<file path="config.mk">
export PLATFORM = sky130hd
export DESIGN_NAME = sram_arbiter
export DESIGN_NICKNAME = d
export VERILOG_FILES = /design/src/rtl/sram_arb_pkg.sv /design/src/rtl/sram_arb_grant.sv /design/src/rtl/sram_arbiter.sv
export SDC_FILE = /design/constraint.sdc
export NUM_CORES = 1
export LEC_CHECK = 0
export CAP_MARGIN = 20
export CORE_ASPECT_RATIO = 0.75
export CORE_MARGIN = 2
export CORE_UTILIZATION = 37
export DETAILED_ROUTE_END_ITERATION = 10
export GPL_ROUTABILITY_DRIVEN = 0
export HOLD_SLACK_MARGIN = 0.03
export PLACE_DENSITY = 0.78
export SLEW_MARGIN = 20
export SYNTH_ARGS = -nofsm -noshare
export SYNTH_HDL_FRONTEND = slang
export SYNTH_HIERARCHICAL = 1
export SYNTH_SLANG_ARGS = --single-unit
</file>
<file path="constraint.sdc">
create_clock -name clk -period 2.15 [get_ports clk]
set_input_delay 0.5375 -clock clk [delete_from_list [all_inputs] [get_ports clk]]
set_output_delay 0.5375 -clock clk [all_outputs]
set_load 0.05 [all_outputs]
</file>
<file path="src/rtl/sram_arb_pkg.sv">
// Shared types and constants for the two-port SRAM arbiter: FSM state
// encoding, default bus widths and requester port indices.
package sram_arb_pkg;

  typedef enum logic [1:0] {
    IDLE = 2'd0,
    BUSY = 2'd1,
    DONE = 2'd2
  } state_e;

  localparam int unsigned ADDR_W_DEF = 18;
  localparam int unsigned DATA_W_DEF = 32;

  // Port 0 is the memory stage, port 1 the secondary master.
  localparam logic PORT0 = 1'b0;
  localparam logic PORT1 = 1'b1;

  // Wide enough for the largest legal TIMEOUT (255).
  localparam int unsigned CNT_W = 8;

endpackage

</file>
<file path="src/rtl/sram_arb_grant.sv">
// Combinational two-requester grant selector. With SRAM_ARB_RR_EN defined a
// conflict goes to the port named by ptr_i; otherwise port 0 always wins.
module sram_arb_grant
  import sram_arb_pkg::*;
(
  input  logic req0_i,
  input  logic req1_i,
  input  logic ptr_i,
  output logic valid_o,
  output logic gnt_o
);

  assign valid_o = req0_i | req1_i;

`ifdef SRAM_ARB_RR_EN
  always_comb begin
    if (req0_i && req1_i) gnt_o = ptr_i;
    else                  gnt_o = req1_i ? PORT1 : PORT0;
  end
`else
  logic unused_ptr;
  assign unused_ptr = ptr_i;
  assign gnt_o      = (req1_i && !req0_i) ? PORT1 : PORT0;
`endif

endmodule

</file>
<file path="src/rtl/sram_arbiter.sv">
// Two-port arbiter in front of a single SRAM controller, one transaction at a
// time with a BUSY timeout. Define SRAM_ARB_RR_EN for round-robin conflicts.
module sram_arbiter
  import sram_arb_pkg::*;
#(
  parameter int unsigned ADDR_W  = ADDR_W_DEF,
  parameter int unsigned DATA_W  = DATA_W_DEF,
  parameter int unsigned TIMEOUT = 15
) (
  input  logic              clk,
  input  logic              rst,
  input  logic [ADDR_W-1:0] p0_addr,
  input  logic [DATA_W-1:0] p0_wdata,
  input  logic              p0_re,
  input  logic              p0_we,
  output logic [DATA_W-1:0] p0_rdata,
  output logic              p0_ack,
  output logic              p0_err,
  input  logic [ADDR_W-1:0] p1_addr,
  input  logic [DATA_W-1:0] p1_wdata,
  input  logic              p1_re,
  input  logic              p1_we,
  output logic [DATA_W-1:0] p1_rdata,
  output logic              p1_ack,
  output logic              p1_err,
  output logic [ADDR_W-1:0] mem_addr,
  output logic [DATA_W-1:0] mem_wdata,
  output logic              mem_re_en,
  output logic              mem_we_en,
  input  logic [DATA_W-1:0] mem_rdata,
  input  logic              mem_ready,
  output logic              busy
);

  localparam logic [CNT_W-1:0] TIMEOUT_C = CNT_W'(TIMEOUT);

  state_e            state_q, state_d;
  logic              gnt_q, gnt_d;
  logic              we_q, we_d;
  logic              err_q, err_d;
  logic [CNT_W-1:0]  cnt_q, cnt_d;
  logic [ADDR_W-1:0] addr_q, addr_d;
  logic [DATA_W-1:0] wdata_q, wdata_d;
  logic [DATA_W-1:0] rdata0_q, rdata0_d;
  logic [DATA_W-1:0] rdata1_q, rdata1_d;
  logic              rr_ptr, gnt_valid, gnt_sel;

  sram_arb_grant u_grant (
    .req0_i  (p0_re | p0_we),
    .req1_i  (p1_re | p1_we),
    .ptr_i   (rr_ptr),
    .valid_o (gnt_valid),
    .gnt_o   (gnt_sel)
  );

`ifdef SRAM_ARB_RR_EN
  logic ptr_q, ptr_d;

  // After every completion the port that was not just served gets priority.
  always_comb begin
    ptr_d = ptr_q;
    if (state_q == DONE) ptr_d = ~gnt_q;
  end

  always_ff @(posedge clk) begin
    if (rst) ptr_q <= PORT0;
    else     ptr_q <= ptr_d;
  end

  assign rr_ptr = ptr_q;
`else
  assign rr_ptr = PORT0;
`endif

  always_ff @(posedge clk) begin
    // NOTE: non-blocking assignments so every register samples pre-edge values.
    if (rst) begin
      state_q  <= IDLE;
      gnt_q    <= PORT0;
      we_q     <= 1'b0;
      err_q    <= 1'b0;
      cnt_q    <= '0;
      // NOTE: datapath registers are reset too because they drive ports that must read zero.
      addr_q   <= '0;
      wdata_q  <= '0;
      rdata0_q <= '0;
      rdata1_q <= '0;
    end else begin
      state_q  <= state_d;
      gnt_q    <= gnt_d;
      we_q     <= we_d;
      err_q    <= err_d;
      cnt_q    <= cnt_d;
      addr_q   <= addr_d;
      wdata_q  <= wdata_d;
      rdata0_q <= rdata0_d;
      rdata1_q <= rdata1_d;
    end
  end

  always_comb begin
    // NOTE: every _d defaults to its hold value first, so no branch can infer a latch.
    state_d  = state_q;
    gnt_d    = gnt_q;
    we_d     = we_q;
    err_d    = err_q;
    cnt_d    = cnt_q;
    addr_d   = addr_q;
    wdata_d  = wdata_q;
    rdata0_d = rdata0_q;
    rdata1_d = rdata1_q;
    unique case (state_q)
      IDLE: begin
        if (gnt_valid) begin
          state_d = BUSY;
          gnt_d   = gnt_sel;
          we_d    = gnt_sel ? p1_we : p0_we;
          addr_d  = gnt_sel ? p1_addr : p0_addr;
          wdata_d = gnt_sel ? p1_wdata : p0_wdata;
          err_d   = 1'b0;
          cnt_d   = CNT_W'(1);
        end
      end
      BUSY: begin
        // mem_ready is only honoured from the second BUSY cycle onward.
        if (mem_ready && cnt_q >= CNT_W'(2)) begin
          state_d = DONE;
          if (!we_q) begin
            if (gnt_q == PORT1) rdata1_d = mem_rdata;
            else                rdata0_d = mem_rdata;
          end
        end else if (cnt_q >= TIMEOUT_C) begin
          state_d = DONE;
          err_d   = 1'b1;
        end else begin
          cnt_d = cnt_q + CNT_W'(1);
        end
      end
      DONE: begin
        state_d = IDLE;
        cnt_d   = '0;
      end
      default: state_d = IDLE;
    endcase
  end

  always_comb begin
    busy      = (state_q != IDLE);
    mem_re_en = (state_q == BUSY) && !we_q;
    mem_we_en = (state_q == BUSY) && we_q;
    p0_ack    = (state_q == DONE) && !err_q && (gnt_q == PORT0);
    p1_ack    = (state_q == DONE) && !err_q && (gnt_q == PORT1);
    p0_err    = (state_q == DONE) && err_q && (gnt_q == PORT0);
    p1_err    = (state_q == DONE) && err_q && (gnt_q == PORT1);
  end

  assign mem_addr  = addr_q;
  assign mem_wdata = wdata_q;
  assign p0_rdata  = rdata0_q;
  assign p1_rdata  = rdata1_q;

endmodule

</file>
==> metrics.txt <==
status=complete, no violations; initial antenna violation count=0; PD cells=811 mW/mm^2; Hold Fails Final Rpt=0; I/O Buffers=259; Worst Setup End Kind=output pin; share of cells above drive strength 1=9.41%; Root Driver=clkbuf_16; peak supply drop=517 uV; Initial Util=38.0%; Slowest cell on crit path=clkdlybuf4s50_1; Mapped Area=0.00525 mm^2; post-route minimum period=2.12 ns; Worst Hold Class=in -> reg; largest net degree at the start of global routing=120; RSZ-0062 raised after global routing=true; Setup-failing EPs final=0; Final Power=7.22 mW; relative slew slack=61.8%; pre-CTS WS=-0.238 ns; period utilization=98.6%; Num CTS Buffers=17; worst path cell trace=clkdlybuf4s50_1; Startpoint Class=register; CP max FO=2; DRC viols=0; CTS Sinks=127; I/O pins=260; antenna-violating nets left=0; Layout Skew=0.00986 ns; Final Max Tran Viols=0; Max Fclk=472 MHz; first-pass GRT wire length=25200 um; clk slew on worst S/H paths=0.06 ns; Die ar.=0.0152 mm^2; Area after DPL=0.00820 mm^2; Pleak=3.99 nW; number of vias per cell=4.95; vias post-DR=4970; overflow left after global routing=0; Final Worst Setup Slack=0.0310 ns; Detailed Routing Iterations Pass 1=5; CTS resizes=0; Worst-Margin Slew=0.573 ns; CP arrival=1.58 ns; GRT Overall Usage=20.9%; Avg Cell Area, Syn=9.39 um^2; vias in the first global route=5084; max incr delay on CP=0.82 ns; DIE HEIGHT=107 um; Final HPWL DP=11700 um; H-tree depth=4; Antenna Cells=0; average routed wire per standard cell=16.2 um; setup bufs post-CTS=0; hold_buf cts=0; Post-Layout Inst Area=0.00890 mm^2; Crit path max-delay family=buffers and inverters; Mapped Nets=704; warnings from Yosys=6; CTS tree=done; max-cap viol count=0; initial drt markers=237; CP Buf/Inv Count=1; area grow syn2layout=69.7%; Cells after Synth=559; core area=0.0138 mm^2; CP required=1.61 ns; final core occ=64.5%; Die Wd=141 um; Setup CP Type=reg -> out; Skew-Pair Late Insertion Delay=0.41 ns; NumNets Final=961; row count=37; CTS max path bufs=2; setup_tns=0 ns; WL final=16200 um
[where the power goes]
| part | switching (mW) | leakage [nW] | internal, mW |
|---|---|---|---|
| Clock | 1.11 | 0.294 | 1.84 |
| Combinational | 0.972 | 2.66 | 0.713 |
| Sequential | 0.0822 | 1.04 | 2.50 |
| Total | 2.17 | 3.99 | 5.05 |
[registers in the layout (all words and copies together), names as in the netlist]
name,count
state_q,2
we_q,1
mem_addr,18
err_q,1
mem_wdata,32
p0_rdata,32
gnt_q,1
p1_rdata,32
cnt_q,8
[path summary, 6_finish.rpt]
path              depth (start not counted)     startpoint  slack (ns)            end
setup reg to reg                          7       cnt_q[0]        0.09   p0_rdata[28]
setup / recovery                          1  mem_wdata[31]        0.03  mem_wdata[31]
hold reg to reg                           2   p1_rdata[15]        0.45   p1_rdata[15]
hold / removal                            2            rst        0.37       cnt_q[6]
[metal layers]
metal,global-route usage (%),up-vias,part of all wire [%]
met4,8.00,0,2.0
li1,-,2468,-
met5,0,-,0
met2,35.7,178,49
met1,24.1,2295,42
met3,7.64,29,7.1
[area by class of cell]
cell class,instances,area [um^2]
Fill cell,1062,4890
Timing Repair Buffer,280,3000
Sequential cell,127,2540
Multi-Input combinational cell,383,2500
Clock buffer,17,425
Tap cell,175,219
Clock inverter,15,185
Inverter,7,26.3
[layout by cell type, fill, tap and decap left out, types with 2 or more instances in the layout]
cell	count
clkdlybuf4s50_1	223
dfxtp_1	125
nor2_1	89
mux2i_1	87
nand2_1	68
a211oi_1	53
a21oi_1	34
dlymetal6s2s_1	27
clkbuf_16	18
buf_12	15
buf_4	14
inv_1	7
ha_1	5
clkinv_4	5
and2_1	3
nand3_1	3
bufinv_16	3
inv_6	3
nor3b_2	2
or2_2	2
or4_4	2
nand2b_1	2
a31oi_1	2
nor3b_1	2
nor2b_1	2
clkinvlp_4	2
clkinv_2	2
dfxtp_2	2
[per-stage QoR]
step / hold slack [ns] / cells
6_report: 0.369 / 1004
5_1_grt: 0.369 / 1004
4_1_cts: 0.354 / 1003
3_5_place_dp: 0.445 / 971
3_3_place_gp: 0.441 / 971
2_1_floorplan: 0.475 / 559
Power figures use the tool's default switching activity.
